`config.mk`:
```
export PLATFORM = sky130hd
export DESIGN_NAME = fp16_to_intn_packer
export DESIGN_NICKNAME = d
export VERILOG_FILES = /design/src/rtl/fp16_to_intn_packer.sv
export SDC_FILE = /design/constraint.sdc
export NUM_CORES = 1
export LEC_CHECK = 0
export ABC_AREA = 1
export BUFFER_PORTS_ARGS = -buffer_cell sky130_fd_sc_hd__buf_2
export CAP_MARGIN = 20
export CORE_MARGIN = 3
export CORE_UTILIZATION = 44
export CTS_CLUSTER_SIZE = 25
export DETAILED_ROUTE_END_ITERATION = 16
export PLACE_DENSITY = 0.67
export SYNTH_ARGS = -nofsm -noshare
export SYNTH_HDL_FRONTEND = slang
export SYNTH_SLANG_ARGS = --single-unit
```
`constraint.sdc`:
```
create_clock -name clk_i -period 2.24 [get_ports clk_i]
set_input_delay 0.112 -clock clk_i [delete_from_list [all_inputs] [get_ports clk_i]]
set_output_delay 0.112 -clock clk_i [all_outputs]
set_load 0.1 [all_outputs]
```
`src/rtl/fp16_to_intn_packer.sv`:
```
// fp16_to_intn_packer: streams IEEE-754 binary16 values, converts each to a
// signed INT_WIDTH-bit integer (round-to-nearest-even, saturating) and packs
// PACK_NUM lanes per output word. Lane k sits at [k*INT_WIDTH +: INT_WIDTH].
// Optional sticky saturation/NaN status: define FP16_TO_INTN_STATUS_EN.
module fp16_to_intn_packer #(
  parameter int unsigned INT_WIDTH = 4,
  parameter int unsigned PACK_NUM  = 8,
  localparam int unsigned OW = INT_WIDTH * PACK_NUM,
  localparam int unsigned LW = $clog2(PACK_NUM + 1)
) (
  input  logic          clk_i,
  input  logic          rst_ni,
  input  logic [15:0]   fp16_i,
  input  logic          in_valid_i,
  output logic          in_ready_o,
  input  logic          flush_i,
  output logic [OW-1:0] out_data_o,
  output logic [LW-1:0] out_lanes_o,
  output logic          out_valid_o,
  input  logic          out_ready_i
`ifdef FP16_TO_INTN_STATUS_EN
  ,
  input  logic          clear_flags_i,
  output logic          sat_flag_o,
  output logic          nan_flag_o
`endif
);

  localparam logic [INT_WIDTH-1:0] INT_MAX = {1'b0, {(INT_WIDTH-1){1'b1}}};
  localparam logic [INT_WIDTH-1:0] INT_MIN = {1'b1, {(INT_WIDTH-1){1'b0}}};
  localparam logic [11:0] POS_LIM = 12'((1 << (INT_WIDTH - 1)) - 1);
  localparam logic [11:0] NEG_LIM = 12'(1 << (INT_WIDTH - 1));
  localparam logic [4:0]  EXP_SAT = 5'(15 + INT_WIDTH);

  logic                 sgn;
  logic [4:0]           expo;
  logic [9:0]           mant;
  logic [4:0]           shamt;
  logic [21:0]          ext;
  logic                 rnd_up;
  logic [11:0]          mag;
  logic [INT_WIDTH-1:0] conv_val;
  logic                 conv_sat;
  logic                 conv_nan;

  logic [OW-1:0]        acc;
  logic [LW-1:0]        cnt;
  logic                 accept_el;
  logic                 accept_fl;
  logic [OW-1:0]        word_next;
  logic [LW-1:0]        lanes_next;
  logic                 emit;

  // fp16 -> saturated INT_WIDTH conversion of the presented element.
  // The significand is shifted right with its fraction bits kept below the
  // binary point so guard/sticky are available for ties-to-even; the range
  // check uses the full magnitude, before truncation to INT_WIDTH bits.
  always_comb begin
    sgn      = fp16_i[15];
    expo     = fp16_i[14:10];
    mant     = fp16_i[9:0];
    shamt    = 5'd25 - expo;
    ext      = {1'b1, mant, 11'b0} >> shamt;
    rnd_up   = ext[10] && ((|ext[9:0]) || ext[11]);
    mag      = {1'b0, ext[21:11]} + 12'(rnd_up);
    conv_val = '0;
    conv_sat = 1'b0;
    conv_nan = 1'b0;
    if (expo == 5'd0) begin
      conv_val = '0;
    end else if (expo == 5'd31) begin
      if (mant == 10'd0) begin
        conv_sat = 1'b1;
        conv_val = sgn ? INT_MIN : INT_MAX;
      end else begin
        conv_nan = 1'b1;
      end
    end else if (expo >= EXP_SAT) begin
      conv_sat = 1'b1;
      conv_val = sgn ? INT_MIN : INT_MAX;
    end else if (expo < 5'd14) begin
      conv_val = '0;
    end else if (!sgn) begin
      if (mag > POS_LIM) begin
        conv_sat = 1'b1;
        conv_val = INT_MAX;
      end else begin
        conv_val = mag[INT_WIDTH-1:0];
      end
    end else begin
      if (mag > NEG_LIM) begin
        conv_sat = 1'b1;
        conv_val = INT_MIN;
      end else begin
        conv_val = -mag[INT_WIDTH-1:0];
      end
    end
  end

  assign in_ready_o = !(out_valid_o && !out_ready_i);

  // Merge the accepted element into the word and decide whether to emit it.
  // A flush in the same cycle as an element sees the element already merged,
  // so a completing element plus flush yields one full word.
  always_comb begin
    accept_el  = in_valid_i && in_ready_o;
    accept_fl  = flush_i && in_ready_o;
    word_next  = acc;
    for (int unsigned k = 0; k < PACK_NUM; k++) begin
      if (accept_el && (cnt == LW'(k))) begin
        word_next[k*INT_WIDTH +: INT_WIDTH] = conv_val;
      end
    end
    lanes_next = cnt + LW'(accept_el);
    emit       = (accept_el && (cnt == LW'(PACK_NUM - 1))) ||
                 (accept_fl && (lanes_next != '0));
  end

  // Accumulator and lane counter.
  always_ff @(posedge clk_i or negedge rst_ni) begin
    if (!rst_ni) begin
      acc <= '0;
      cnt <= '0;
    end else if (emit) begin
      acc <= '0;
      cnt <= '0;
    end else if (accept_el) begin
      acc <= word_next;
      cnt <= lanes_next;
    end
  end

  // Output register: loads on emit (also replacing a word being drained),
  // otherwise holds until the consumer takes it.
  always_ff @(posedge clk_i or negedge rst_ni) begin
    if (!rst_ni) begin
      out_data_o  <= '0;
      out_lanes_o <= '0;
      out_valid_o <= 1'b0;
    end else if (emit) begin
      out_data_o  <= word_next;
      out_lanes_o <= lanes_next;
      out_valid_o <= 1'b1;
    end else if (out_ready_i) begin
      out_valid_o <= 1'b0;
    end
  end

`ifdef FP16_TO_INTN_STATUS_EN
  // Sticky status flags; a set event beats a clear in the same cycle.
  always_ff @(posedge clk_i or negedge rst_ni) begin
    if (!rst_ni) begin
      sat_flag_o <= 1'b0;
      nan_flag_o <= 1'b0;
    end else begin
      if (accept_el && conv_sat) sat_flag_o <= 1'b1;
      else if (clear_flags_i)    sat_flag_o <= 1'b0;
      if (accept_el && conv_nan) nan_flag_o <= 1'b1;
      else if (clear_flags_i)    nan_flag_o <= 1'b0;
    end
  end
`else
  logic unused_status;
  assign unused_status = conv_sat ^ conv_nan;
`endif

endmodule

```
After elaboration in Yosys (flattened, before gate mapping)
Index checks and enable logic that the tools add are counted.
{"block": "totals", "register_bits": 73, "output_inout_bits": 38, "inputBits": 21, "word_cells": 69}
{"block": "classes", "n_shift": 1, "eq_ne": 8, "n_lt_le_gt_ge": 4, "n_reduce_logical": 24, "n_addsub": 4, "mux": 23}
{"cell": "$mux W4", "count": 19}
{"cell": "$mux W32", "count": 2}
{"cell": "$shr A22 B5 Y22", "count": 1}
{"cell": "$eq A4 B3 Y1 const B", "count": 4}
{"cell": "$logic_and A1 B1 Y1", "count": 13}
{"cell": "$add A11 B1 Y12", "count": 1}
{"cell": "$gt A12 B3 Y1 const B", "count": 1}
{"cell": "$gt A12 B4 Y1 const B", "count": 1}
{"cell": "$logic_not A10 Y1", "count": 1}
{"cell": "$reduce_or A10 Y1", "count": 1}
{"cell": "$eq A4 B2 Y1 const B", "count": 2}
{"cell": "$eq A5 B5 Y1 const B", "count": 1}
{"cell": "$ge A5 B5 Y1 const B", "count": 1}
{"cell": "$logic_not A5 Y1", "count": 1}
{"cell": "$lt A5 B4 Y1 const B", "count": 1}
{"cell": "$sub A5 B5 Y5 const A", "count": 1}
{"cell": "$add A4 B1 Y4", "count": 1}
{"cell": "$eq A4 B1 Y1 const B", "count": 1}
{"cell": "$logic_not A4 Y1", "count": 1}
{"cell": "$neg A4 Y4", "count": 1}
{"cell": "$reduce_bool A2 Y1", "count": 2}
{"cell": "$reduce_bool A4 Y1", "count": 1}
{"cell": "$logic_not A1 Y1", "count": 2}
{"cell": "$logic_or A1 B1 Y1", "count": 2}
{"cell": "$mux W1", "count": 2}

Longest topological paths before layout
{"block": "logic_depth", "ltp_word": 16, "depth_mapped": 28, "mapped_depth_nobuf": 27}

Least setup slack after synthesis
No wires, ideal clock.
{"block": "synth_path", "path_type": "reg2reg", "startpoint": "register out_valid_o", "endpoint": "register out_data_o[10]", "path_stages_with_launch": 17, "required_time_ns": 2.172, "setup_ns": 0.068, "period_less_slack_ns": 4.123, "arrival_time_ns": 4.055, "n_path_buf": 3, "path_slack_ns": -1.883, "cell_sequence": "dfrtp_1 -> nand2_1 -> nand2_1 -> clkbuf_1 -> inv_1 -> ha_1 -> ha_1 -> xor2_1 -> inv_1 -> nand4_1 -> nand3_1 -> nand2_1 -> inv_1 -> clkbuf_1 -> clkbuf_1 -> nand2_1 -> nand2_1"}
{"block": "synth_via", "elab_chain_len": 7, "word_cells_on_any_way": 11, "cone_classes": "1 x add/sub; 1 x mux; 9 x reduce/logical"}
{"element": "start: declaration", "line": "19", "text": "output logic out_valid_o,"}
{"element": "start signal: assignment", "line": "139", "text": "out_valid_o <= 1'b0;"}
{"element": "start signal: assignment", "line": "143", "text": "out_valid_o <= 1'b1;"}
{"element": "start signal: assignment", "line": "145", "text": "out_valid_o <= 1'b0;"}
{"element": "$logic_and A1 B1 Y1 *", "line": "100", "text": "assign in_ready_o = !(out_valid_o && !out_ready_i);"}
{"element": "$logic_not A1 Y1 *", "line": "100"}
{"element": "net in_ready_o", "line": "15", "text": "output logic in_ready_o,"}
{"element": "$logic_and A1 B1 Y1", "line": "106", "text": "accept_el = in_valid_i && in_ready_o;"}
{"element": "$add A4 B1 Y4", "line": "114", "text": "lanes_next = cnt + LW'(accept_el);"}
{"element": "$reduce_bool A4 Y1", "line": "116", "text": "(accept_fl && (lanes_next != '0));"}
{"element": "$logic_and A1 B1 Y1", "line": "116"}
{"element": "$logic_or A1 B1 Y1", "line": "115", "text": "emit = (accept_el && (cnt == LW'(PACK_NUM - 1))) ||"}
{"element": "end signal: assignment", "line": "141", "text": "out_data_o <= word_next;"}
{"element": "end: declaration", "line": "17", "text": "output logic [OW-1:0] out_data_o,"}
The timed path passes the listed nets; every way through them passes the cells marked *.
A chain may end at the register's enable or synchronous reset.

Worst setup path in the final report
{"block": "layout_path", "startpoint": "input port fp16_i[11]", "endpoint": "register out_data_o[13]"}
{"block": "layout_via", "elab_chain_len": 14, "word_cells_on_any_way": 21, "cone_classes": "3 x add/sub; 4 x order compare; 1 x eq/ne; 1 x shift; 8 x mux; 4 x reduce/logical"}
{"element": "start: declaration", "line": "13", "text": "input logic [15:0] fp16_i,"}
{"element": "$sub A5 B5 Y5", "line": "62", "text": "shamt = 5'd25 - expo;"}
{"element": "$shr A22 B5 Y22", "line": "63", "text": "ext = {1'b1, mant, 11'b0} >> shamt;"}
{"element": "$reduce_or A10 Y1", "line": "64", "text": "rnd_up = ext[10] && ((|ext[9:0]) || ext[11]);"}
{"element": "$logic_or A1 B1 Y1", "line": "64"}
{"element": "$logic_and A1 B1 Y1", "line": "64"}
{"element": "$add A11 B1 Y12", "line": "65", "text": "mag = {1'b0, ext[21:11]} + 12'(rnd_up);"}
{"element": "$gt A12 B3 Y1, or another cell as far along", "line": "84", "text": "if (mag > POS_LIM) begin"}
{"element": "$mux W4, on equally long branches", "line": "84, 91"}
{"element": "$mux W4", "line": "83", "text": "end else if (!sgn) begin"}
{"element": "$mux W4", "line": "81", "text": "end else if (expo < 5'd14) begin"}
{"element": "$mux W4", "line": "78", "text": "end else if (expo >= EXP_SAT) begin"}
{"element": "$mux W4", "line": "71", "text": "end else if (expo == 5'd31) begin"}
{"element": "$mux W4 *", "line": "69", "text": "if (expo == 5'd0) begin"}
{"element": "$mux W4 *", "line": "110", "text": "if (accept_el && (cnt == LW'(k))) begin"}
Every way passes the cells marked *; elsewhere a longest branch is shown, timed or not.

==> out/metrics.csv <==
metric,value,unit
outcome,"complete, but fails checks",
violations,negative setup slack,
clk_pin_slew,80,ps
sw_frac_of_total,47.1,%
p_sw,2.88,mW
grt_overflow,0,
io_pins,59,
ant_nets,0,
cts_sinks,73,
crit_top_cell,nand2_1,
relSlewSlack,53.9,%
endpoint_kind,register,
clockPowerShare,21.8,%
power_per_cell_area,994,mW/mm^2
nFillCells,896,
path_buf_inv,6,
ys_seq_elements,73,
ys_top_cells_by_area,"dfrtp_1 41%, nand2_1 21%, nand3_1 9.2%",
drt-initial-drc-count,154,
yosysWarnings,0,
synthCells,629,
worstMarginPinSlew,685,ps
synth_most_common_cell,nand2_1,
worstReg2RegEnd,acc[30],
clockBufferDepth,2,
ys_seq_area_share,40.8,%
r2r-start,out_valid_o,
placeableCoreArea,0.00982,sq mm
synthTopCellsByCount,"246 x nand2_1, 82 x nand3_1, 73 x dfrtp_1",
start_util,45.6,%
via_per_inst,5.08,
setup.worst_path.start,fp16_i[11],
port_buffers,58,
dp_hpwl,8320,um
grt_setup_unrepaired,true,
vias,4529,
synth_edf_count,0,
crit_family,simple AND/OR/NAND/NOR gates,
final_hold_viol_count,0,
layout_setup_ws,-252,ps
min_to,out_valid_o,
avgSynthCellArea,7.11,sq um
drc,0,
clk_latency,340,ps
row_count,36,
setup_viol,64,
hold_slack,96.0,ps
crit_type,input pin to register,
syn_to_final_growth,37.2,%
skew,7.77,ps
dp.cells,867,
synth_top_area_share,40.8,%
cp.required,2520,ps
crit_arrival,2770,ps
final.period_utilization,111,%
p_leak,3.33,nW
slowest_delay,360,ps
yosysUniqueCellTypes,36,
cts_tree,yes,
finalWirelength,11600,um
critical_path.startpoint_type,input pin,
grt_pass1_wl,19700,um
die_height,107,um
fin_nets,783,
stdcell_count,892,
cp_max_fo,7,
critical-path-slowest-cell,ha_4,
p_comb_share,50.0,%
reg2reg_depth,14,
p_int,3.23,mW
root_buffer,clkbuf_8,
min_from,out_ready_i,
max-vdd-ir-drop,0.888,mV
die_w,107,um
ctsHtreeMaxLevel,3,
fin_total_pwr,6.11,mW
drtPass1Iterations,5,
dieArea,0.0114,sq mm
drv_slew,0,
synth_top_area_cell,dfrtp_1,
numCtsBuffers,9,
r2r_slack,140,ps
grt_use_total,21.1,%
hold_class,input pin to register,
setup_tns,-11660,ps
drive_gt1_share,35.6,%
fmax,0.401,GHz
sequentialPowerShare,28.2,%
holdPathStages,4,
post_drt_wl_per_cell,13.0,um
antenna_found_initial,0,
place.gp.congestion,0.859,
grt_max_degree,45,
n_antenna_cell,0,
cap_violations,0,
syn_nets,657,
first_global_vias,4486,
synth_ff_type,dfrtp_1,
finalCriticalPeriod,2490,ps
async_flop_share,100,%
path_depth,26,
netlist_area,0.00447,sq mm
routing by layer:
metal	track usage [%]	vias to the layer above	share of wire [%]
met5	0	-	0
met4	6.21	0	1.7
met3	4.03	18	4.4
met2	35.4	108	48
met1	27.8	2134	45
li1	-	2269	-
area by class of cell:
type                    instances  area (sq um)  area share (%)
multi-input cells             484          2730            44.4
flip-flops and latches         73          1830            29.8
repair buffers                133           917            14.9
inverters                      53           235            3.83
well taps                     133           166            2.71
clock inverters                 5           129            2.10
clock buffers                  10           128            2.08
repair inverters                1          6.26           0.102
timing repair:
action / CTS / global route
hold buffers: 1 / 0
endpoints found under the hold margin: 23 / 0
resized for setup: 50 / 35
buffers inserted: 7 / 1
pin swaps: 24 / 20
gates cloned: 0 / 1
setup endpoints to repair: 64 / 73
per-stage QoR:
stage | util [%] | cell area [sq um] | worst slack, ps
detailed placement | 55.9 | 5490 | -825
CTS | 61.1 | 6000 | -240
global route | 62.5 | 6140 | -445
finish | 62.5 | 6140 | -252
floorplan | - | 4680 | -627
global placement | 55.9 | 5490 | -723
kinds of logic after synthesis:
kind of cell               Yosys count  share of synthesized area [%]
and+or+nand+nor                    433                           44.2
buffers and inverters               72                           6.71
xor gates and xnor gates             5                           1.15
DFF                                 73                           40.8
adders and majority gates            7                           1.96
AOI/OAI and AO/OA                   39                           5.15
state kept, by name, summed over array words and instances (netlist names):
name	count
acc	32
cnt	4
out_data_o	32
out_lanes_o	4
out_valid_o	1
how the worst max path moves through the flow:
stage,to
6_report,out_data_o[13]
4_1_cts,out_data_o[13]
3_3_place_gp,out_data_o[0]
3_5_place_dp,out_data_o[13]
5_1_grt,out_data_o[13]
2_1_floorplan,out_data_o[1]
power by group through the flow:
stage	registers, mW	logic (mW)	clock network (mW)
final	1.72	3.05	1.33
after global routing	1.75	3.29	1.41
after CTS	1.72	2.99	1.36
after detailed placement	1.75	2.88	0
after global placement	1.74	2.84	0
after floorplan	2.79	1.19	0
worst register-to-register path: stages, from the launching register on:
cell,delay (ps)
dfrtp_4,450
nand2_8,60
nand2_4,70
inv_1,50
ha_1,190
ha_1,190
xor2_1,140
inv_1,90
nand4_1,130
nand3_2,120
nand2_4,80
inv_4,90
buf_4,230
nand3_1,110
inv_1,60
cells in the final DEF (no fill, tap or decap), drive strengths merged:
cell type / synthesis / layout
or4: 1 / 1
xnor2: 1 / 1
dfrtp: 73 / 73
bufinv: 0 / 4
nand2: 257 / 257
nand4: 8 / 8
a32oi: 1 / 1
clkbuf: 9 / 11
a22o: 1 / 1
dlygate4sd3: 0 / 1
nand3: 93 / 93
xor2: 4 / 4
ha: 7 / 7
nor2: 43 / 43
inv: 52 / 53
o211ai: 2 / 2
nand3b: 2 / 2
a21oi: 16 / 16
nor4: 7 / 7
clkinv: 1 / 2
buf: 10 / 131
nor3: 3 / 3
o21ai: 16 / 16
o22ai: 3 / 3
or2: 19 / 19
Note: power is estimated with default switching activity, not from simulation.
